<file path="config.mk">
export PLATFORM = sky130hd
export DESIGN_NAME = pe_meas_sched
export DESIGN_NICKNAME = d
export VERILOG_FILES = /design/src/rtl/pe_meas_sched.sv
export SDC_FILE = /design/constraint.sdc
export NUM_CORES = 1
export LEC_CHECK = 0
export ABC_AREA = 1
export CAP_MARGIN = 20
export CORE_AREA = 2 2 183 185
export DETAILED_ROUTE_END_ITERATION = 6
export DIE_AREA = 0 0 185 187
export PLACE_DENSITY_LB_ADDON = 0.08
export SYNTH_ARGS = -nofsm -noshare
export SYNTH_HDL_FRONTEND = slang
export SYNTH_SLANG_ARGS = --single-unit
</file>
<file path="constraint.sdc">
create_clock -name clk -period 1.7 [get_ports clk]
set_input_delay 0.17 -clock clk [delete_from_list [all_inputs] [get_ports clk]]
set_output_delay 0.17 -clock clk [all_outputs]
set_load 0.01 [all_outputs]
</file>
<file path="src/rtl/pe_meas_sched.sv">
// Batch sequencer: streams N_SIGMA sigma points into the measurement processor and
// collects the in-order results. Define PE_MEAS_SCHED_STATS_EN to add the lat_cyc port.
module pe_meas_sched #(
  parameter int unsigned N_SIGMA   = 11,
  parameter int unsigned PRIME_CYC = 2,
  parameter int unsigned FLUSH_CYC = 26,
  parameter int unsigned TIMEOUT   = 64
) (
  input  logic          clk,
  input  logic          rst_n,
  input  logic          start,
  input  logic          abort,
  input  logic          sp_valid,
  output logic          sp_ready,
  input  logic [159:0]  sp_data,
  output logic          mp_en_clk,
  output logic [159:0]  mp_state,
  output logic          mp_state_valid,
  input  logic [63:0]   mp_meas,
  input  logic          mp_meas_valid,
  output logic          res_valid,
  output logic [3:0]    res_idx,
  output logic [63:0]   res_data,
  output logic          busy,
  output logic          done,
  output logic          err
`ifdef PE_MEAS_SCHED_STATS_EN
  ,
  output logic [15:0]   lat_cyc
`endif
);

  localparam int unsigned SP_W   = 160;
  localparam int unsigned MEAS_W = 64;
  localparam int unsigned CNT_W  = 4;
  localparam int unsigned WD_W   = $clog2(TIMEOUT + 1);
  localparam int unsigned FL_W   = $clog2(FLUSH_CYC + 1);
  localparam int unsigned PR_W   = $clog2(PRIME_CYC + 1);
  localparam logic [CNT_W-1:0] N_CNT = CNT_W'(N_SIGMA);

  typedef enum logic [2:0] {
    S_IDLE, S_PRIME, S_ISSUE, S_DRAIN, S_FLUSH, S_DONE
  } state_e;

  state_e              state_q, state_d;
  logic [CNT_W-1:0]    issue_cnt_q, issue_cnt_d;
  logic [CNT_W-1:0]    ret_cnt_q, ret_cnt_d;
  logic [PR_W-1:0]     prime_cnt_q, prime_cnt_d;
  logic [FL_W-1:0]     flush_cnt_q, flush_cnt_d;
  logic [WD_W-1:0]     wd_q, wd_d, wd_inc;
  logic                err_q, err_d;
  logic [SP_W-1:0]     mp_state_q, mp_state_d;
  logic                mp_state_valid_q, mp_state_valid_d;
  logic                res_valid_q, res_valid_d;
  logic [CNT_W-1:0]    res_idx_q, res_idx_d;
  logic [MEAS_W-1:0]   res_data_q, res_data_d;
  logic                act_q, act_d;
  logic                done_q, done_d;
  logic                hs, collect_win, cap, stray;

  // Abort drops ready combinationally so no state slips in on the abort cycle.
  assign sp_ready    = (state_q == S_ISSUE) && (issue_cnt_q < N_CNT) && !abort;
  assign hs          = sp_valid && sp_ready;
  assign collect_win = ((state_q == S_ISSUE) || (state_q == S_DRAIN)) && !abort;
  assign cap         = collect_win && mp_meas_valid && (ret_cnt_q < N_CNT);
  assign stray       = mp_meas_valid &&
                       ((state_q == S_IDLE) || (state_q == S_PRIME) || (state_q == S_DONE) ||
                        (collect_win && (ret_cnt_q == N_CNT)));
  assign wd_inc      = (wd_q == WD_W'(TIMEOUT)) ? wd_q : wd_q + WD_W'(1);

  // Next-state, counters and datapath.
  always_comb begin
    state_d          = state_q;
    issue_cnt_d      = issue_cnt_q;
    ret_cnt_d        = ret_cnt_q;
    prime_cnt_d      = prime_cnt_q;
    flush_cnt_d      = flush_cnt_q;
    wd_d             = wd_q;
    err_d            = err_q;
    mp_state_d       = mp_state_q;
    mp_state_valid_d = 1'b0;
    res_valid_d      = 1'b0;
    res_idx_d        = res_idx_q;
    res_data_d       = res_data_q;

    unique case (state_q)
      S_IDLE: begin
        if (start) begin
          state_d     = S_PRIME;
          issue_cnt_d = '0;
          ret_cnt_d   = '0;
          prime_cnt_d = '0;
          flush_cnt_d = '0;
          wd_d        = '0;
          err_d       = 1'b0;
        end
      end
      S_PRIME: begin
        if (abort) begin
          state_d = S_FLUSH;
        end else if (prime_cnt_q == PR_W'(PRIME_CYC - 1)) begin
          state_d     = S_ISSUE;
          prime_cnt_d = '0;
        end else begin
          prime_cnt_d = prime_cnt_q + PR_W'(1);
        end
      end
      S_ISSUE: begin
        if (abort) begin
          state_d = S_FLUSH;
        end else if (hs && (issue_cnt_q == N_CNT - CNT_W'(1))) begin
          state_d = S_DRAIN;
        end
      end
      S_DRAIN: begin
        wd_d = cap ? '0 : wd_inc;
        if (abort) begin
          state_d = S_FLUSH;
        end else if (ret_cnt_q == N_CNT) begin
          state_d = S_DONE;
        end else if (!cap && (wd_inc == WD_W'(TIMEOUT))) begin
          err_d   = 1'b1;
          state_d = S_FLUSH;
        end
      end
      S_FLUSH: begin
        if (flush_cnt_q == FL_W'(FLUSH_CYC - 1)) begin
          state_d     = S_IDLE;
          flush_cnt_d = '0;
        end else begin
          flush_cnt_d = flush_cnt_q + FL_W'(1);
        end
      end
      S_DONE:  state_d = S_IDLE;
      default: state_d = S_IDLE;
    endcase

    if (hs) begin
      mp_state_d       = sp_data;
      mp_state_valid_d = 1'b1;
      issue_cnt_d      = issue_cnt_q + CNT_W'(1);
    end
    if (cap) begin
      res_valid_d = 1'b1;
      res_idx_d   = ret_cnt_q;
      res_data_d  = mp_meas;
      ret_cnt_d   = ret_cnt_q + CNT_W'(1);
    end
    if (stray) begin
      err_d = 1'b1;
    end
  end

  assign act_d  = state_d inside {S_PRIME, S_ISSUE, S_DRAIN, S_FLUSH};
  assign done_d = (state_d == S_DONE);

  always_ff @(posedge clk or negedge rst_n) begin
    if (!rst_n) begin
      state_q          <= S_IDLE;
      issue_cnt_q      <= '0;
      ret_cnt_q        <= '0;
      prime_cnt_q      <= '0;
      flush_cnt_q      <= '0;
      wd_q             <= '0;
      err_q            <= 1'b0;
      mp_state_q       <= '0;
      mp_state_valid_q <= 1'b0;
      res_valid_q      <= 1'b0;
      res_idx_q        <= '0;
      res_data_q       <= '0;
      act_q            <= 1'b0;
      done_q           <= 1'b0;
    end else begin
      state_q          <= state_d;
      issue_cnt_q      <= issue_cnt_d;
      ret_cnt_q        <= ret_cnt_d;
      prime_cnt_q      <= prime_cnt_d;
      flush_cnt_q      <= flush_cnt_d;
      wd_q             <= wd_d;
      err_q            <= err_d;
      mp_state_q       <= mp_state_d;
      mp_state_valid_q <= mp_state_valid_d;
      res_valid_q      <= res_valid_d;
      res_idx_q        <= res_idx_d;
      res_data_q       <= res_data_d;
      act_q            <= act_d;
      done_q           <= done_d;
    end
  end

  assign mp_en_clk      = act_q;
  assign busy           = act_q;
  assign done           = done_q;
  assign err            = err_q;
  assign mp_state       = mp_state_q;
  assign mp_state_valid = mp_state_valid_q;
  assign res_valid      = res_valid_q;
  assign res_idx        = res_idx_q;
  assign res_data       = res_data_q;

`ifdef PE_MEAS_SCHED_STATS_EN
  logic [15:0] lat_cnt_q, lat_cnt_d;
  logic [15:0] lat_q, lat_d;

  // Busy-cycle count of the batch, published alongside the done pulse.
  always_comb begin
    lat_cnt_d = lat_cnt_q;
    lat_d     = lat_q;
    if ((state_q == S_IDLE) && start) begin
      lat_cnt_d = '0;
    end else if (act_q && (lat_cnt_q != 16'hFFFF)) begin
      lat_cnt_d = lat_cnt_q + 16'(1);
    end
    if ((state_d == S_DONE) && (state_q != S_DONE)) begin
      lat_d = lat_cnt_d;
    end
  end

  always_ff @(posedge clk or negedge rst_n) begin
    if (!rst_n) begin
      lat_cnt_q <= '0;
      lat_q     <= '0;
    end else begin
      lat_cnt_q <= lat_cnt_d;
      lat_q     <= lat_d;
    end
  end

  assign lat_cyc = lat_q;
`endif

endmodule

</file>
==> results of run 1 <==
[registers in the layout, indices dropped and copies added (netlist names)]
name / count
done: 1
ret_cnt_q: 4
busy: 1
err: 1
mp_state_valid: 1
flush_cnt_q: 5
mp_state: 160
issue_cnt_q: 4
state_q: 3
prime_cnt_q: 2
res_valid: 1
res_idx: 4
res_data: 64
wd_q: 7
[cell families (layout without fill, tap and decap cells)]
kind of cell    count (synthesis)  count (layout)
xor+xnor                        2               2
compound gates                 36              36
flops                         258             258
other cells                     0               4
simple gates                  786             786
buf+inv                        93             680
fa+ha+maj                       7               7
[cell type report]
type / instances / area [um2] / share of cell area [%]
clock inverter: 6 / 85.1 / 0.446
sequential: 258 / 6460 / 33.9
timing repair inverter: 1 / 8.76 / 0.0460
multi-input combinational: 831 / 4380 / 23.0
timing repair buffer: 584 / 6430 / 33.8
inverter: 40 / 169 / 0.886
tap: 448 / 561 / 2.94
antenna: 4 / 10.0 / 0.0525
clock buffer: 49 / 953 / 5.00
[power groups by stage]
stage | sequential, mW | clock, mW | combinational (mW)
global placement | 8.85 | 0 | 7.43
floorplan | 9.61 | 0 | 1.73
detailed placement | 8.85 | 0 | 7.49
finish | 9.15 | 6.68 | 7.98
CTS | 8.81 | 6.84 | 7.51
global route | 9.35 | 7.14 | 8.63
[final timing paths]
check                                     from       endpoint  slack, ns
max in group asynchronous                rst_n   res_data[30]       0.89
worst max-delay path            issue_cnt_q[1]  mp_state[152]      -0.18
worst min register to register    mp_state[26]   mp_state[26]       0.47
worst max register to register  issue_cnt_q[1]  mp_state[152]      -0.18
min in group clk                  sp_data[109]  mp_state[109]       0.15
worst min-delay path                     rst_n   res_data[36]       0.15
[synthesized netlist by cell type]
master | number | area [um2]
a31oi_1 | 1 | 6.26
o211ai_1 | 1 | 7.51
inv_2 | 4 | 15.0
nor3b_1 | 2 | 15.0
ha_1 | 7 | 87.6
inv_1 | 35 | 131
nand3_1 | 17 | 85.1
nand4_1 | 5 | 31.3
nor2_1 | 22 | 82.6
nor3_2 | 3 | 30.0
nor3_1 | 5 | 25.0
o22ai_1 | 7 | 43.8
o2bb2ai_1 | 1 | 8.76
buf_2 | 28 | 140
xor2_1 | 2 | 17.5
nor4_1 | 1 | 6.26
buf_4 | 2 | 15.0
a41oi_1 | 1 | 8.76
a21oi_4 | 1 | 16.3
a21oi_1 | 7 | 35.0
o21ai_1 | 3 | 15.0
nor2_2 | 1 | 6.26
and2_1 | 1 | 6.26
nand2_1 | 724 | 2720
clkinv_1 | 1 | 3.75
nand2_2 | 4 | 25.0
buf_6 | 9 | 101
and3_1 | 1 | 6.26
o21ai_0 | 14 | 70.1
buf_1 | 4 | 15.0
clkbuf_1 | 10 | 37.5
dfrtp_1 | 258 | 6460
[metrics by stage]
step | utilization, % | TNS, ns
finish | 58.0 | -21.64
global route | 58.0 | -41.23
CTS | 52.4 | -21.70
detailed placement | 48.6 | -7.37
global placement | 48.6 | -4.93
floorplan | - | 0
[per-layer routing]
| layer | up-vias | track usage, % |
|---|---|---|
| met2 | 342 | 33.8 |
| met4 | 0 | 6.32 |
| li1 | 4751 | - |
| met5 | - | 0 |
| met3 | 73 | 6.44 |
| met1 | 4744 | 24.1 |
[repair_timing]
item,CTS,global route
endpoints found under the hold margin,239,0
gates resized for setup,45,354
gates cloned,2,34
endpoints found under the setup margin,176,232
buffers inserted,6,3
hold buffers,1,0
pin swaps,7,121
==> impl_metrics.py, run 1 <==
metrics = {
    "place": {
        "dp_cells": 2117,
        "port_buffers": 464,
        "place_area_mm2": 0.0160,
        "dpl.hpwl_um": 25900,
        "place_congestion": 0.791,
        "dp_slack_ns": -0.179,
    },
    "power": {
        "p_total_mw": 23.8,
        "power.switching_mw": 7.28,
        "ir_drop_mv": 0.811,
        "intPower_mw": 16.5,
        "seqPwrFrac_pct": 38.4,
        "sw_frac_of_total_pct": 30.6,
        "power_frac_clock_pct": 28.1,
        "combPwrFrac_pct": 33.5,
        "p_leak_nw": 9.74,
        "power.density_mw_per_mm2": 1250,
    },
    "route": {
        "top_layer_used": "met4",
        "dr_wl_met3_um": 3250,
        "ant_nets": 0,
        "vias": 9910,
        "wl_met2_um": 19400,
        "dr.pass1.iters": 4,
        "wl_um": 39400,
        "wl_met1_um": 15600,
        "route.detailed.wl_per_inst_um": 17.8,
        "vias_per_cell": 4.46,
        "drc": 0,
        "first_iter_violations": 396,
    },
    "timing": {
        "fin_crit_ns": 1.88,
        "clock_skew_ns": 0.0165,
        "min_period_over_period_pct": 111,
        "holdWs_ns": 0.150,
        "tightestPinTransition_ns": 0.481,
        "hold_viol_final": 0,
        "setup_slack_ns": -0.181,
        "max-slew-margin-rel_pct": 67.6,
        "setup_viol": 179,
        "max_freq_mhz": 532,
        "rsz0062_at_grt": "yes",
        "slew_viol_final": 0,
    },
    "setup_path": {
        "critical_path.top_delay_family": "buffers and inverters",
        "startpoint_type": "register",
        "crit_top_cell": "nand2_1",
        "critical-path-max-stage-delay_ns": 0.38,
        "critPathMaxFanout": 8,
        "crit_required_ns": 2.14,
        "worstPathArrival_ns": 2.32,
        "path_buf_inv": 4,
        "critPathCaptureType": "register",
        "path_depth": 12,
        "slowest_stage": "dfrtp_1",
        "path_cells": "ha_2 -> nor2_4 -> nor2_2 -> nor2_2 -> nand2_1 -> inv_2 -> buf_6 -> nand2_8 -> clkbuf_16 -> clkbuf_16 -> nand2_1 -> nand2_1",
        "reg2reg_depth": 12,
        "critPathKind": "register to register",
    },
    "clock_network": {
        "clkTransAtPathRegs_ns": 0.06,
        "htreeDepth": 1,
        "clock_latency_ns": 0.55,
        "cts_buffers": 30,
        "cts_root_buf": "clkbuf_16",
        "cts.sinks": 258,
        "clockBufferDepth": 3,
        "cts_tree": "built",
    },
    "floorplan": {
        "start_util_pct": 31.2,
        "die_h_um": 187,
        "ios": 465,
        "die_w_um": 185,
        "num_rows": 67,
        "core_mm2": 0.0329,
        "dieArea_mm2": 0.0346,
    },
    "layout": {
        "drive_above_1_share_pct": 24.4,
        "final_area_mm2": 0.0191,
        "final_common_cell": "nand2_1",
        "final_cells": 2221,
        "area_delta_synth_final_pct": 85.6,
        "nets": 1983,
        "layout_common_cells": "nand2_1 (512), clkdlybuf4s50_1 (424), dfrtp_1 (256)",
        "fill_cells": 2849,
    },
    "synth": {
        "synthCells": 1182,
        "ys.warnings.count": 0,
        "synth_nets": 1419,
        "postSynthAreaPerCell_um2": 8.69,
        "yosys.area_share.adder_pct": 0.853,
        "synthXorXnorAreaFrac_pct": 0.171,
        "synth_mux_area_share_pct": 0,
        "syn_area_mm2": 0.0103,
        "ys_ff_latch": 258,
        "ys_seq_area_share_pct": 62.9,
        "synth_compound_area_share_pct": 2.06,
        "yosys.area_share.simple_pct": 29.6,
        "synth_cell_types": 32,
        "synth_top_family_by_area": "simple AND/OR/NAND/NOR gates",
    },
    "global_route": {
        "track_usage_pct": 20.0,
        "grt_overflow_total": 0,
        "grt_max_degree": 53,
        "antenna_found_initial": 4,
        "grt_pass1_vias": 9553,
        "grt_pass1_wl_um": 54200,
    },
    "worst_hold_path": {
        "hold_path_class": "primary input to asynchronous set/reset pin",
    },
    "run_status": {
        "violations": "negative setup slack",
        "outcome": "finished, violations left",
    },
    "flow_run": {
        "max_cap_viol_count": 0,
    },
}
No activity file was read; power rests on OpenSTA's default activity.
==> inputs of run 2 (changes only) <==
--- a/config.mk
+++ b/config.mk
@@ -8,6 +8,7 @@
 export ABC_AREA = 1
 export CAP_MARGIN = 20
 export CORE_AREA = 2 2 183 185
+export CTS_CLUSTER_DIAMETER = 100
 export DETAILED_ROUTE_END_ITERATION = 6
 export DIE_AREA = 0 0 185 187
 export PLACE_DENSITY_LB_ADDON = 0.08
==> results of run 2 <==
The final DEF is identical to that of run 1; final timing and power are the same.
==> inputs of run 3 (changes only) <==
--- a/config.mk
+++ b/config.mk
@@ -15,3 +15,4 @@
 export SYNTH_ARGS = -nofsm -noshare
 export SYNTH_HDL_FRONTEND = slang
 export SYNTH_SLANG_ARGS = --single-unit
+export TNS_END_PERCENT = 5
==> run 3 against run 2 <==
The flow still finishes with violations (negative setup slack). Utilization down 3.6 points. Count of clock-buffer cells in the layout is the same. Critical path depth is 3 higher. Power down 3.5%. Sequential share of layout area grew 2.3 points. Design area is 6.3% lower. Register-to-register slack improved by 0.04 ns. Combinational power decreased by 6.3%. Routed wire length decreased by 6.7%. Critical endpoint is now busy. Largest power group unchanged.
==> impl_metrics.py, run 3 (synthesis results as in run 1) <==
metrics = {
    "route": {
        "route.detailed.wl_per_inst_um": 16.7,
        "dr.pass1.iters": 4,
        "first_iter_violations": 465,
        "drc": 0,
        "ant_nets": 0,
        "vias_per_cell": 4.34,
        "vias": 9543,
        "wl_um": 36800,
    },
    "timing": {
        "setup_slack_ns": -0.139,
        "clock_skew_ns": 0.0145,
        "max-slew-margin-rel_pct": 67.6,
        "rsz0062_at_grt": "yes",
        "holdWs_ns": 0.149,
        "min_period_over_period_pct": 108,
        "max_freq_mhz": 544,
        "fin_crit_ns": 1.84,
        "slew_viol_final": 0,
        "setup_viol": 169,
        "tightestPinTransition_ns": 0.481,
        "setup_tns_ns": -16.52,
        "hold_viol_final": 0,
    },
    "layout": {
        "area_delta_synth_final_pct": 73.9,
        "final_common_cell": "nand2_1",
        "drive_above_1_share_pct": 13.9,
        "largest_reg_flops": 160,
        "layout_common_cells": "nand2_1 (672), clkdlybuf4s50_1 (421), dfrtp_1 (256)",
        "utilization_pct": 54.3,
        "final_area_mm2": 0.0179,
        "nets": 1959,
        "final_cells": 2197,
    },
    "clock_network": {
        "cts.sinks": 258,
        "clkTransAtPathRegs_ns": 0.06,
        "clock_latency_ns": 0.55,
        "cts_buffers": 30,
        "clockBufferDepth": 3,
        "htreeDepth": 1,
        "cts_tree": "built",
        "cts_root_buf": "clkbuf_16",
    },
    "worst_hold_path": {
        "hold_path_class": "primary input to asynchronous set/reset pin",
    },
    "floorplan": {
        "ios": 465,
        "die_w_um": 185,
        "dieArea_mm2": 0.0346,
        "start_util_pct": 31.2,
        "num_rows": 67,
        "die_h_um": 187,
        "core_mm2": 0.0329,
    },
    "setup_path": {
        "startpoint_type": "register",
        "critPathMaxFanout": 4,
        "reg2reg_depth": 15,
        "reg2reg_from": "wd_q[0]",
        "crit_required_ns": 2.13,
        "r2r_slack_ns": -0.14,
        "worstPathArrival_ns": 2.27,
        "critPathKind": "register to register",
        "r2r-end": "busy",
        "critPathCaptureType": "register",
    },
    "power": {
        "ir_drop_mv": 0.811,
        "p_total_mw": 23.0,
        "power.density_mw_per_mm2": 1290,
        "p_leak_nw": 9.45,
    },
    "global_route": {
        "track_usage_pct": 19.8,
        "grt_max_degree": 53,
        "antenna_found_initial": 4,
        "grt_pass1_wl_um": 53900,
        "grt_pass1_vias": 9483,
        "grt_overflow_total": 0,
    },
    "place": {
        "place_congestion": 0.791,
        "port_buffers": 464,
        "dp_cells": 2117,
        "dpl.hpwl_um": 25900,
        "dp_slack_ns": -0.179,
        "place_area_mm2": 0.0160,
    },
    "run_status": {
        "violations": "negative setup slack",
        "outcome": "finished, violations left",
    },
    "flow_run": {
        "max_cap_viol_count": 0,
    },
}
-- run 3: changes by cell type in the layout (fill, tap and decap cells not counted), sizes merged --
cell and delta:
clkbuf -11, clkinv +1, inv -2, buf -12, dlygate4sd2 +1, clkdlybuf4s50 -3
dlymetal6s2s +2
-- run 3: metal layers --
metal / GRT usage, % / part of all wire, % / vias to the layer above
met5: 0 / 0 / -
li1: - / - / 4691
met4: 6.23 / 2.7 / 0
met3: 6.43 / 8.7 / 65
met1: 23.8 / 40 / 4457
met2: 33.6 / 48 / 330
-- run 3: worst max-delay path, cell delays in order, from the launching register on --
cell and delay [ns]:
dfrtp_1 0.42, inv_2 0.10, ha_4 0.13, nand2_2 0.04
inv_2 0.08, nand3_4 0.08, nand2_4 0.09, nand3_2 0.06
nor2_2 0.13, nand2_2 0.08, nand2_2 0.06, nand2_2 0.06
a21oi_4 0.19, nand2_1 0.08, nand2_1 0.06, nand2_1 0.05
-- run 3: where the power goes --
| group | internal [mW] | leakage [nW] | switching, mW |
|---|---|---|---|
| Clock | 4.10 | 0.506 | 2.55 |
| Sequential | 7.84 | 3.54 | 1.01 |
| Combinational | 4.22 | 5.40 | 3.26 |
| Total | 16.2 | 9.45 | 6.82 |
-- run 3: area by class of cell --
cell class                      instances  area, um2
Clock inverter                          6       85.1
Tap cell                              448        561
Clock buffer                           49        953
Fill cell                            3004      15000
Sequential cell                       258       6460
Antenna cell                            4       10.0
Multi-Input combinational cell        831       3660
Timing Repair Buffer                  561       5960
Inverter                               40        165
-- run 3: worst max-delay path by stage --
stage              startpoint       end  cells past startpoint
6_report              wd_q[0]      busy                     15
5_1_grt               wd_q[0]      busy                     14
4_1_cts        issue_cnt_q[0]  sp_ready                      7
3_5_place_dp          wd_q[0]      busy                     13
3_3_place_gp          wd_q[0]      busy                     13
2_1_floorplan         wd_q[0]      busy                     15
-- run 3: timing repair --
action | in CTS | in global routing
hold buffers | 1 | 0
gates cloned | 0 | 15
setup endpoints to repair | 176 | 231
gates resized for setup | 39 | 125
pin swaps | 7 | 29
hold endpoints to repair | 239 | 0
setup buffers | 3 | 2
==> RTL change 1, RTL diff (config.mk and constraints of run 2) <==
Build with the macro `PE_MEAS_SCHED_STATS_EN` defined.
--- a/src/rtl/pe_meas_sched.sv
+++ b/src/rtl/pe_meas_sched.sv
@@ -1,4 +1,6 @@
 // Batch sequencer: streams N_SIGMA sigma points into the measurement processor and
 // collects the in-order results. Define PE_MEAS_SCHED_STATS_EN to add the lat_cyc port.
+`define PE_MEAS_SCHED_STATS_EN
+
 module pe_meas_sched #(
   parameter int unsigned N_SIGMA   = 11,
Formal check against the unedited RTL (old outputs only; new: lat_cyc): equivalent (Yosys induction, for registers that start in step).
==> RTL change 1 against run 2 <==
- the flow still finishes with violations (setup timing)
- first-iteration DRC count increased by 58%
- worst setup slack got worse by 0.13 ns
- combinational power increased by 54%
- cell area increased by 17%
- synthesized cell count increased by 15%
- sequential cell count increased by 32
- fmax decreased by 6.5%
- total power increased by 29%
- wire length increased by 23%
- critical path depth increased by 4
- synthesized area increased by 15%
- largest power group is now combinational logic
- highest routed layer unchanged
==> RTL change 1: results (changes against run 2) <==
.. list-table::
   :header-rows: 1

   * - Metric
     - Value
   * - Leakage
     - 10.8 nW (+11%)
   * - Total placed instance area
     - 18000 um^2 (+12%)
   * - Routability congestion estimate from global placement
     - 0.866 (+9.5%)
   * - Wire length on met1
     - 18.1 mm (+16%)
   * - Cell family contributing the most delay on the critical path
     - simple AND/OR/NAND/NOR gates
   * - Fraction of met3 tracks used by global routing
     - 0.0761 (+0.0117)
   * - Worst setup slack after placement
     - -0.333 ns (-0.154 ns)
   * - Worst IR Drop VDD
     - 0.887 mV (+9.4%)
   * - Met2 routing resource usage after global routing
     - 0.459 (+0.122)
   * - Total global routing track utilization
     - 0.270 (+0.0701)
   * - Fraction of the mapped netlist area in adder cells
     - 0.00844 (-0.0000896)
   * - Number of global-route vias before repair
     - 12.2k (+28%)
   * - Metal3 WL
     - 3.55 mm (+9.3%)
   * - Count of inserted antenna diode cells
     - 12 (+8)
   * - Post-route setup slack
     - -0.312 ns (-0.131 ns)
   * - Maximum number of pins on one net before global-route repair
     - 64 (+21%)
   * - TritonRoute pass-1 iters
     - 6 (+2)
   * - Number of ordinary and repair buffers in the finished layout
     - 671 (+15%)
   * - Net total in the final layout
     - 2249 (+13%)
   * - Buffering overhead
     - 0.342 (+0.00447)
   * - Setup violation total in the final timing report
     - 193 (+7.8%)
   * - Violations in the final reports
     - setup timing
   * - Clock latency at the later pin of the worst-skew pair
     - 0.52 ns (-0.03 ns)
   * - Outcome
     - complete, but fails checks
   * - Yosys cell types
     - 38 (+19%)
   * - Inst Count DP
     - 2335 (+10%)
   * - Cell count after synthesis
     - 1359 (+15%)
==> RTL change 1: worst reg2reg max path, stage by stage (launching register included) <==
cell                      delay, ns
sky130_fd_sc_hd__dfrtp_1       0.41
sky130_fd_sc_hd__inv_2         0.09
sky130_fd_sc_hd__ha_4          0.13
sky130_fd_sc_hd__nand2_2       0.04
sky130_fd_sc_hd__inv_2         0.07
sky130_fd_sc_hd__nand4_1       0.11
sky130_fd_sc_hd__nand2_2       0.12
sky130_fd_sc_hd__nand2_2       0.07
sky130_fd_sc_hd__nor2_4        0.11
sky130_fd_sc_hd__nand3_2       0.10
sky130_fd_sc_hd__nand2_2       0.10
sky130_fd_sc_hd__nand2_4       0.07
sky130_fd_sc_hd__nand2_8       0.11
sky130_fd_sc_hd__nand2_8       0.12
sky130_fd_sc_hd__buf_6         0.14
sky130_fd_sc_hd__nand3_2       0.04
sky130_fd_sc_hd__nand2_1       0.04
==> RTL change 2, RTL diff (flow settings as in run 2) <==
Made on the original files. Register the output `err` once more, with the module's reset; this adds one clock of latency there. The other outputs are not delayed to match.
--- a/src/rtl/pe_meas_sched.sv
+++ b/src/rtl/pe_meas_sched.sv
@@ -192,5 +192,11 @@
   assign busy           = act_q;
   assign done           = done_q;
-  assign err            = err_q;
+  always_ff @(posedge clk or negedge rst_n) begin
+    if (!rst_n) begin
+      err <= '0;
+    end else begin
+      err <= err_q;
+    end
+  end
   assign mp_state       = mp_state_q;
   assign mp_state_valid = mp_state_valid_q;
Formal check against the unedited RTL: not equivalent (Yosys sat finds a counterexample within 4 cycles, from zero or initial values and one cycle with rst_n low).
==> RTL change 2 against run 2 <==
- the flow still finishes with violations (setup timing)
- worst setup slack worse by 0.00083 ns
- total power shrank 2.6%
- first-iteration DRC count down 3.8%
- wire length shrank 1.8%
- cell area is 1.5% lower
- sequential cell count rose by 1
- synthesized area rose by 0.24%
- fmax is essentially flat
==> RTL change 2: results (changes against run 2) <==
.. list-table::
   :header-rows: 1

   * - Metric
     - Value
   * - Total global routing track utilization
     - 0.203 (+0.00312)
   * - Leakage
     - 10.2 nW (+4.2%)
   * - Share of synthesized area occupied by flip-flops and latches
     - 0.630 (+0.000903)
   * - Commonest cells post-synth
     - 724 x sky130_fd_sc_hd__nand2_1, 259 x sky130_fd_sc_hd__dfrtp_1, 35 x sky130_fd_sc_hd__inv_1
   * - Metal3 WL
     - 3.35 mm (+3.1%)
   * - Setup clock skew after layout
     - 0.0105 ns (-0.00594 ns)
   * - Met2 routing resource usage after global routing
     - 0.353 (+0.0150)
   * - TritonRoute pass-1 iters
     - 5 (+1)
   * - Maximum number of pins on one net before global-route repair
     - 48 (-9.4%)
   * - Post-route setup slack
     - -0.182 ns (-0.000834 ns)
   * - Proportion of layout cells with a drive suffix above 1
     - 0.188 (-0.0561)
   * - # fillers
     - 2901 (+1.8%)
   * - Inst Count DP
     - 2116 (-0.047%)
   * - Wire length of the first global-routing pass
     - 55.1 mm (+1.6%)
   * - Cell count after synthesis
     - 1183 (+0.085%)
   * - Net total in the final layout
     - 1979 (-0.20%)
   * - Wire length on met1
     - 15.2 mm (-2.7%)
   * - Number of post-CTS setup repair buffers
     - 10 (+4)
   * - Number of global-route vias before repair
     - 9616 (+0.66%)
   * - Setup violation total in the final timing report
     - 165 (-7.8%)
   * - Sum of net half-perimeters after detailed placement
     - 26.2 mm (+1.1%)
   * - Fraction of met3 tracks used by global routing
     - 0.0689 (+0.00448)
   * - Net count after synthesis
     - 1420 (+0.070%)
   * - Arrival time at the worst endpoint
     - 2.37 ns (+0.05 ns)
   * - Violations in the final reports
     - setup timing
   * - Met2 Wirelength
     - 19.5 mm (+0.40%)
   * - Routability congestion estimate from global placement
     - 0.790 (-0.14%)
   * - Worst IR Drop VDD
     - 0.714 mV (-12%)
   * - Wire per inst
     - 17.5 um (-1.6%)
   * - Antenna violations before repair
     - 3 (-1)
   * - Outcome
     - complete, but fails checks
   * - Worst slew margin relative to its limit
     - 0.657 (-0.0197)
[RTL change 2: through the flow]
stage                     setup TNS (ns)  area [um^2]   util  setup WS [ns]
after floorplan                        0        10300      -         0.0451
after global placement             -4.45        16000  0.488         -0.106
after detailed placement           -7.95        16000  0.488         -0.152
after CTS                         -19.47        17300  0.527         -0.173
after global routing              -36.98        18800  0.571         -0.285
final                             -17.54        18800  0.571         -0.182
[RTL change 2: path summary, 6_finish.rpt]
| kind | from | to | slack [ns] | cells after the start |
|---|---|---|---|---|
| hold reg to reg | err_q | err | 0.42 | 0 |
| setup / recovery | issue_cnt_q[1] | mp_state[153] | -0.18 | 14 |
| setup reg to reg | issue_cnt_q[1] | mp_state[153] | -0.18 | 14 |
| max in group asynchronous | rst_n | res_data[13] | 1.00 | 3 |
| hold / removal | rst_n | mp_state[148] | 0.1 | 2 |
| min in group clk | mp_meas[44] | res_data[44] | 0.15 | 3 |
[RTL change 2: logic make-up (layout without fill, tap and decap cells)]
kind of cell / count (synthesis) / after routing / synth area share
DFF: 259 / 259 / 0.630
buffers and inverters: 93 / 675 / 0.0446
and+or+nand+nor: 786 / 786 / 0.295
other: 0 / 3 / 0
AOI/OAI and AO/OA: 36 / 36 / 0.0205
adders and majority gates: 7 / 7 / 0.00851
xor gates and xnor gates: 2 / 2 / 0.00170
[RTL change 2: area by class of cell]
class / count / share of cell area
inverters: 40 / 0.00894
repair buffers: 580 / 0.347
well taps: 448 / 0.0299
flip-flops and latches: 259 / 0.346
clock inverters: 11 / 0.00734
multi-input cells: 831 / 0.212
clock buffers: 44 / 0.0493
diodes: 3 / 0.000400
[RTL change 2: power groups by stage]
stage	registers (mW)	logic, mW	clock network (mW)
4_1_cts	8.84	7.50	6.98
5_1_grt	9.07	8.21	7.27
3_3_place_gp	8.88	7.43	0
3_5_place_dp	8.89	7.50	0
2_1_floorplan	9.65	1.73	0
6_report	8.85	7.56	6.77
[RTL change 2: critical path: stages (launching register included)]
cell and delay, ns:
sky130_fd_sc_hd__dfrtp_1 0.38, sky130_fd_sc_hd__ha_2 0.21, sky130_fd_sc_hd__nor2_4 0.10, sky130_fd_sc_hd__nor2_2 0.05
sky130_fd_sc_hd__nor2_2 0.09, sky130_fd_sc_hd__nand2_1 0.07, sky130_fd_sc_hd__inv_2 0.07, sky130_fd_sc_hd__buf_6 0.11
sky130_fd_sc_hd__nand2_8 0.10, sky130_fd_sc_hd__inv_12 0.11, sky130_fd_sc_hd__buf_12 0.12, sky130_fd_sc_hd__buf_16 0.15
sky130_fd_sc_hd__clkbuf_16 0.16, sky130_fd_sc_hd__nand2_4 0.04, sky130_fd_sc_hd__nand2_2 0.05
